<file path="src/rtl/addseq_pkg.sv">
// Shared constants and FSM state type for the nibble-serial adder sequencer.
package addseq_pkg;

  localparam int NIB_W = 4;

  typedef enum logic [1:0] {
    IDLE = 2'd0,
    RUN  = 2'd1,
    DONE = 2'd2
  } addseq_state_t;

endpackage

</file>
<file path="src/rtl/nibble_serial_adder_ctrl_if.sv">
// Operand/result handshake bundle for nibble_serial_adder_ctrl.
// The sub wire exists only when ADDSEQ_SUB_EN is defined.
interface nibble_serial_adder_ctrl_if
  import addseq_pkg::*;
#(
  parameter int WIDTH = 16
);
  // Valid/ready: a transfer happens on a rising clk edge where both are high;
  // valid may not depend on ready, and payload is only sampled on a transfer.
  logic             in_valid;
  logic             in_ready;
  logic [WIDTH-1:0] a;
  logic [WIDTH-1:0] b;
  logic             c_in;
`ifdef ADDSEQ_SUB_EN
  logic             sub;
`endif
  logic             out_valid;
  logic             out_ready;
  logic [WIDTH-1:0] sum;
  logic             c_out;
  logic             busy;
  addseq_state_t    dbg_state;

  modport master (
    output in_valid, a, b, c_in,
`ifdef ADDSEQ_SUB_EN
    output sub,
`endif
    output out_ready,
    input  in_ready, out_valid, sum, c_out, busy, dbg_state
  );

  modport slave (
    input  in_valid, a, b, c_in,
`ifdef ADDSEQ_SUB_EN
    input  sub,
`endif
    input  out_ready,
    output in_ready, out_valid, sum, c_out, busy, dbg_state
  );

endinterface

</file>
<file path="src/rtl/nibble_add4.sv">
// Combinational 4-bit ripple-carry slice built from per-bit full adders.
module nibble_add4
  import addseq_pkg::*;
(
  input  logic [NIB_W-1:0] i_a4,
  input  logic [NIB_W-1:0] i_b4,
  input  logic             i_ci,
  output logic [NIB_W-1:0] o_s4,
  output logic             o_co
);

  logic [NIB_W:0] w_c;

  assign w_c[0] = i_ci;

  for (genvar i = 0; i < NIB_W; i++) begin : g_fa
    assign o_s4[i]  = i_a4[i] ^ i_b4[i] ^ w_c[i];
    assign w_c[i+1] = (i_a4[i] & i_b4[i]) | (w_c[i] & (i_a4[i] ^ i_b4[i]));
  end

  assign o_co = w_c[NIB_W];

endmodule

</file>
<file path="src/rtl/nibble_serial_adder_ctrl.sv">
// WIDTH-bit add (optionally subtract with ADDSEQ_SUB_EN) done one nibble per
// cycle through a single nibble_add4 slice, LSB nibble first.
module nibble_serial_adder_ctrl
  import addseq_pkg::*;
#(
  parameter int WIDTH = 16
)(
  input  logic                       clk,
  input  logic                       rst_n,
  nibble_serial_adder_ctrl_if.slave  bus
);

  localparam int NIBBLES = WIDTH / NIB_W;
  localparam int CNT_W   = (NIBBLES > 1) ? $clog2(NIBBLES) : 1;
  localparam logic [CNT_W-1:0] CNT_LAST = CNT_W'(NIBBLES - 1);

  addseq_state_t    r_state, w_state_next;
  logic [WIDTH-1:0] r_a_sh, r_b_sh, r_sum_sh, r_sum;
  logic             r_carry, r_c_out;
  logic [CNT_W-1:0] r_cnt;

  logic             w_accept, w_in_ready, w_last, w_co, w_carry_init;
  logic [NIB_W-1:0] w_b4, w_s4;
  logic [WIDTH-1:0] w_sum_next;

`ifdef ADDSEQ_SUB_EN
  logic r_sub;

  always_ff @(posedge clk or negedge rst_n) begin
    if (!rst_n)        r_sub <= 1'b0;
    else if (w_accept) r_sub <= bus.sub;
  end

  // a - b - c_in == a + ~b + ~c_in (two's complement, borrow in inverted)
  assign w_b4         = r_b_sh[NIB_W-1:0] ^ {NIB_W{r_sub}};
  assign w_carry_init = bus.c_in ^ bus.sub;
`else
  assign w_b4         = r_b_sh[NIB_W-1:0];
  assign w_carry_init = bus.c_in;
`endif

  nibble_add4 u_slice (
    .i_a4 (r_a_sh[NIB_W-1:0]),
    .i_b4 (w_b4),
    .i_ci (r_carry),
    .o_s4 (w_s4),
    .o_co (w_co)
  );

  assign w_last     = (r_cnt == CNT_LAST);
  assign w_sum_next = (r_sum_sh >> NIB_W) | (WIDTH'(w_s4) << (WIDTH - NIB_W));

  always_ff @(posedge clk or negedge rst_n) begin
    if (!rst_n) r_state <= IDLE;
    else        r_state <= w_state_next;
  end

  always_comb begin
    w_state_next = r_state;
    w_in_ready   = 1'b0;
    w_accept     = 1'b0;
    case (r_state)
      IDLE: begin
        w_in_ready = rst_n;
        w_accept   = bus.in_valid & w_in_ready;
        if (w_accept) w_state_next = RUN;
      end
      RUN: begin
        if (w_last) w_state_next = DONE;
      end
      DONE: begin
        // Result handoff and next accept share one edge: no idle bubble.
        w_in_ready = bus.out_ready;
        w_accept   = bus.in_valid & bus.out_ready;
        if (bus.out_ready) w_state_next = bus.in_valid ? RUN : IDLE;
      end
      default: w_state_next = IDLE;
    endcase
  end

  always_ff @(posedge clk or negedge rst_n) begin
    if (!rst_n) begin
      r_a_sh   <= '0;
      r_b_sh   <= '0;
      r_sum_sh <= '0;
      r_sum    <= '0;
      r_carry  <= 1'b0;
      r_c_out  <= 1'b0;
      r_cnt    <= '0;
    end else if (w_accept) begin
      r_a_sh  <= bus.a;
      r_b_sh  <= bus.b;
      r_carry <= w_carry_init;
      r_cnt   <= '0;
    end else if (r_state == RUN) begin
      r_a_sh   <= r_a_sh >> NIB_W;
      r_b_sh   <= r_b_sh >> NIB_W;
      r_sum_sh <= w_sum_next;
      r_carry  <= w_co;
      if (w_last) begin
        r_cnt   <= '0;
        r_sum   <= w_sum_next;
        r_c_out <= w_co;
      end else begin
        r_cnt <= r_cnt + CNT_W'(1);
      end
    end
  end

  assign bus.in_ready  = w_in_ready;
  assign bus.out_valid = (r_state == DONE);
  assign bus.busy      = (r_state == RUN);
  assign bus.sum       = r_sum;
  assign bus.c_out     = r_c_out;
  assign bus.dbg_state = r_state;

endmodule

</file>
<file path="src/flat_wrapper.sv">
// flat-port wrapper written by rule: the top's interface ports become plain ports
module nibble_serial_adder_ctrl_flat import addseq_pkg::*;
#(
  parameter int WIDTH = 16
)
  (clk, rst_n, bus_in_valid, bus_a, bus_b, bus_c_in, bus_out_ready, bus_in_ready, bus_out_valid, bus_sum, bus_c_out, bus_busy, bus_dbg_state);
  nibble_serial_adder_ctrl_if #(.WIDTH(WIDTH)) bus_i ();
  input  logic clk;
  input  logic rst_n;
  input wire logic [$bits(bus_i.in_valid)-1:0] bus_in_valid;
  input wire logic [$bits(bus_i.a)-1:0] bus_a;
  input wire logic [$bits(bus_i.b)-1:0] bus_b;
  input wire logic [$bits(bus_i.c_in)-1:0] bus_c_in;
  input wire logic [$bits(bus_i.out_ready)-1:0] bus_out_ready;
  output wire logic [$bits(bus_i.in_ready)-1:0] bus_in_ready;
  output wire logic [$bits(bus_i.out_valid)-1:0] bus_out_valid;
  output wire logic [$bits(bus_i.sum)-1:0] bus_sum;
  output wire logic [$bits(bus_i.c_out)-1:0] bus_c_out;
  output wire logic [$bits(bus_i.busy)-1:0] bus_busy;
  output wire logic [$bits(bus_i.dbg_state)-1:0] bus_dbg_state;
  assign bus_i.in_valid = bus_in_valid;
  assign bus_i.a = bus_a;
  assign bus_i.b = bus_b;
  assign bus_i.c_in = bus_c_in;
  assign bus_i.out_ready = bus_out_ready;
  assign bus_in_ready = bus_i.in_ready;
  assign bus_out_valid = bus_i.out_valid;
  assign bus_sum = bus_i.sum;
  assign bus_c_out = bus_i.c_out;
  assign bus_busy = bus_i.busy;
  assign bus_dbg_state = bus_i.dbg_state;
  nibble_serial_adder_ctrl #(.WIDTH(WIDTH)) u_core (.clk(clk), .rst_n(rst_n), .bus(bus_i));
endmodule
</file>
<file path="config.mk">
export PLATFORM = sky130hd
export DESIGN_NAME = nibble_serial_adder_ctrl_flat
export DESIGN_NICKNAME = d
export VERILOG_FILES = /design/src/rtl/addseq_pkg.sv /design/src/rtl/nibble_serial_adder_ctrl_if.sv /design/src/rtl/nibble_add4.sv /design/src/rtl/nibble_serial_adder_ctrl.sv /design/src/flat_wrapper.sv
export SDC_FILE = /design/constraint.sdc
export NUM_CORES = 1
export LEC_CHECK = 0
export CORE_MARGIN = 4
export CORE_UTILIZATION = 55
export CTS_CLUSTER_SIZE = 40
export DETAILED_ROUTE_END_ITERATION = 7
export PLACE_DENSITY_LB_ADDON = 0.25
export SLEW_MARGIN = 20
export SYNTH_ARGS = -nofsm -noshare
export SYNTH_HDL_FRONTEND = slang
export SYNTH_HIERARCHICAL = 1
export SYNTH_SLANG_ARGS = --single-unit
export TNS_END_PERCENT = 20
</file>
<file path="constraint.sdc">
create_clock -name clk -period 4.5 [get_ports clk]
set_clock_uncertainty 0.05 [all_clocks]
set_input_delay 1.35 -clock clk [delete_from_list [all_inputs] [get_ports clk]]
set_output_delay 1.35 -clock clk [all_outputs]
set_load 0.005 [all_outputs]
</file>
* Word level (Yosys, flattened, before mapping) *
Cells that the tools add are included.

cells by class
  muxes and demuxes = 16
  bitwise gates (word level) = 24
  equal/unequal tests = 6
  $add $sub $neg = 1
  reduce and logical (&&, ||, !) cells = 5

operators with widths
  kind                                                                     count
  16-bit 2-to-1 mux                                                        4
  12-bit by 16-bit bitwise OR with 16-bit output                           1
  2-bit 2-to-1 mux                                                         6
  1-bit AND                                                                10
  1-bit bitwise XOR                                                        8
  2-bit one-hot mux with 3 select lines                                    1
  3-bit AND reduction                                                      2
  2-bit == test, second input constant                                     2
  2-bit by 1-bit inequality test with 1-bit output, second input constant  2
  1-bit bitwise OR                                                         4
  1-bit one-hot mux with 2 select lines                                    2
  1-bit 2-to-1 mux                                                         3
  2-bit by 1-bit adder with 2-bit output, second input constant            1
  2-bit by 1-bit == test with 1-bit output, second input constant          1
  2-bit logical NOT                                                        1
  2-bit inequality test, second input constant                             1
  2-bit AND reduction                                                      1
  2-bit nonzero test                                                       1
  1-bit NOT                                                                1

word-level totals
  output and inout port bits = 22
  logic and storage cells = 60
  input port bits = 37
  register bits after elaboration = 70

* Depth between registers and ports, before layout *
  depth after elaboration = 11
  gate-level depth with buffers = 10
  mapped depth without buffers = 10

* Modules after synthesis *
Netlist, hierarchy kept.

modules (own cells, without submodules)
  module                    instances  cells an instance  sequential area each (um2)  area each (um2)
  nibble_serial_adder_ctrl  1          224                1651.6                      2992.9
  nibble_add4               1          14                 0.0                         117.6

* Worst setup path before layout *
Ideal clock, no wire load.

  kind = input -> output
  start point = input bus_out_ready
  end point = output bus_in_ready
  cell stages on the path = 2
  buffers on the path = 0
  arrival time = 1.567 ns
  slack = 1.533 ns
  cell sequence = mux2i_1 > nor2_1

on the way
  longest elaborated chain between the ends = 1

RTL lines
  what                                   RTL line                        text
  from (decl)                            flat_wrapper.sv:14              input wire logic [$bits(bus_i.out_ready)-1:0] bus_out_ready;
  1-bit one-hot mux with 2 select lines  nibble_serial_adder_ctrl.sv:62  case (r_state)
  to (decl)                              flat_wrapper.sv:15              output wire logic [$bits(bus_i.in_ready)-1:0] bus_in_ready;

No other way between the ends.

* Worst setup path in the final report *
Same ends and word-level chain as after synthesis.

==> impl_results.md <==
- Clock-pin slew on the worst setup and hold paths: 70 ps
- Total Wirelength: 5.229 mm
- CP Class: in2out
- Most common flop cell mapped by yosys: dfrtp_1
- # Max-Cap Violations: 0
- # rows: 27
- Seq cells post-synth: 66
- Syn_nets: 280
- P per Cell Area: 668.5 mW/mm^2
- GPL Wtd Cong: 0.6761
- Clk_lat worst skew: 330 ps
- CTS sink count: 66
- Non-filler cells, final: 376
- Max Fclk: 0.2523 GHz
- Port Buf Inserts: 58
- Critical path peak fanout: 3
- Relative slew margins: 0.4516
- Placed cell count: 360
- Placed instance area: 0.003706 sq mm
- Diodes inserted: 0
- Layout area overhead: 25.70%
- Unrepaired setup endpoints after global routing: false
- Top cells by count, synth: dfrtp_1, nand2_1, mux2_2
- Count of hold-fix buffers inserted at cts: 0
- HP Start: u_core/r_sum_sh[6]
- Pin count of the biggest net entering global routing: 68
- Core Box Area: 0.005507 sq mm
- Mapped Cells: 238
- Vias after detailed routing: 1,879
- CTS max path bufs: 2
- Multi-input gate area: 0.001289 sq mm
- Worst slew pin tran: 822.6 ps
- Top cells by area, synth: dfrtp_1, mux2_2, mux2_4
- Layout cells sized above 1: 0.2928
- Fin. max-slew vios: 0
- CP delay by family, top: buffers and inverters
- TritonRoute pass-1 iters: 4
- Critical-path cell list: clkdlybuf4s50_1 -> mux2i_1 -> nor2_1 -> clkdlybuf4s50_1
- Htree depth: 3
- DIE HEIGHT: 83.20 microns
- # DRC: 0
- Num CTS Buffers: 9
- Top-area cell type share of the netlist area: 0.5310
- Final Setup Violations: 0
- Worst EP arrival: 2560 ps
- Share of flip-flops with an asynchronous set or reset: 1.000
- CP bufs+invs: 2
- Vias in the first global route: 1,930
- WP data required: 3100 ps
- Pleak: 0.001883 uW
- WL per Instance: 13.91 microns
- Register Area: 0.001652 sq mm
- # fillers: 384
- Fin crit share: 0.8808
- Status: finished clean
- Global-route wire length before repair: 8.914 mm
- Initial antenna violation count: 0
- Top-count cell post-synth: dfrtp_1
- Startpoint types: input port
- Min-delay worst type: reg2reg
- HPWL Detailed: 3.542 mm
- I/O pin count: 59
- DRT iter0 DRCs: 95
- CP startpoint: bus_out_ready
- Util after Layout: 0.7101
- Routed Antenna Nets: 0
- Root Driver: clkbuf_8
- Die width: 83.20 microns
- Min Tclk post-route: 3963 ps
- Initial Utilization: 0.5649
- Avg Synthesized Cell Area: 13.07 sq um
- Final instance area: 0.003910 sq mm
- Die ar.: 0.006922 sq mm
- Setup tns final: 0 ps
- Cell taking the most area after synthesis: dfrtp_1
- Critical path's slowest cell: clkdlybuf4s50_1
- Peak supply drop: 401.9 uV
- GR Util All Layers: 0.1605
- Final nets: 341
- Drt via density: 4.997
- Overall power: 2614 uW
- CTS resizes: 0
- Post-synth EDFFs: 0
- Crit end category: output pin
- CTS tree: done
- FF-to-FF Start: u_core/r_a_sh[0]
- Slowest stage delay, CP: 500 ps
- Cell mode on critical path: clkdlybuf4s50_1
- Synth Warn #: 6
- Hold Violations, Final: 0
- Seq/Total Area, Yosys: 0.5310
- Grt total ovfl: 0
- Post-Syn Area: 0.003110 sq mm
- Setup bufs post-CTS: 0
- Synth cell types: 23
[cell usage in the layout (no fill, tap or decap), drive strengths merged]
cell	netlist	final
ha	1	1
clkinvlp	0	3
buf	10	4
clkbuf	1	10
o22ai	1	1
nor2	1	1
bufinv	0	1
clkinv	0	2
or3	1	1
clkdlybuf4s50	0	57
nand2b	2	2
fa	4	4
mux2i	9	9
inv	20	20
dfrtp	66	66
o21ai	1	1
nand2	50	50
mux2	68	68
a21oi	2	2
nor3b	1	1
[worst reg2reg max path: stages, from the launching register on]
cell,delay (ps)
dfrtp_1,410
fa_1,410
inv_1,70
fa_1,150
inv_1,50
fa_1,350
inv_1,90
fa_1,160
inv_1,50
mux2_4,260
mux2_4,260
[worst paths after layout]
check | endpoint | slack (ps) | cells after the start
worst max-delay path | bus_in_ready | 540 | 4
worst min-delay path | u_core/r_sum_sh[6] | 420 | 2
worst max register to register | u_core/r_carry | 2080 | 10
worst min register to register | u_core/r_sum_sh[6] | 420 | 2
max in group asynchronous | u_core/r_b_sh[6] | 2640 | 2
min in group asynchronous | u_core/bus.sum[3] | 1220 | 2
[where the power goes]
part	total (uW)	internal [uW]	switching, uW
clock	497	271	227
sequential	1000	848	152
combinational	1120	675	442
[logic make-up after synthesis]
family                     after synthesis  share of synthesized area
AOI/OAI and AO/OA                        4                   0.006838
adders and majority gates                5                    0.02977
buffers and inverters                   31                    0.05712
DFF                                     66                     0.5310
muxes                                   77                     0.3029
and+or+nand+nor                         55                    0.07241
[layer usage]
layer	share of wire	up-vias	GRT usage	routed length [microns]
li1	-	904	-	-
met1	0.47	927	0.2126	2435
met2	0.48	44	0.2536	2511
met3	0.049	4	0.05258	258
met4	0.0046	0	0.04458	24
met5	0	-	0	0
[registers in the layout, indices dropped and copies added, names as in the netlist]
| signal | cells |
|---|---|
| u_core/r_a_sh | 16 |
| u_core/bus.sum | 16 |
| u_core/r_sum_sh | 12 |
| u_core/bus.dbg_state | 2 |
| u_core/bus.c_out | 1 |
| u_core/r_carry | 1 |
| u_core/r_b_sh | 16 |
| u_core/r_cnt | 2 |
[per-stage QoR]
step | hold WS, ps | setup slack, ps
floorplan | 391.8 | 1533
global placement | 404.8 | 552.5
detailed placement | 408.8 | 517.6
CTS | 426.0 | 517.6
global route | 445.4 | 451.6
finish | 420.7 | 536.6
[cell type report]
type | count | share of cell area
flip-flops and latches | 66 | 0.4224
well taps | 72 | 0.02304
multi-input cells | 141 | 0.3296
repair buffers | 61 | 0.1530
clock inverters | 6 | 0.01696
clock buffers | 10 | 0.03520
inverters | 20 | 0.01984
Note: power is estimated with default switching activity, not from simulation.
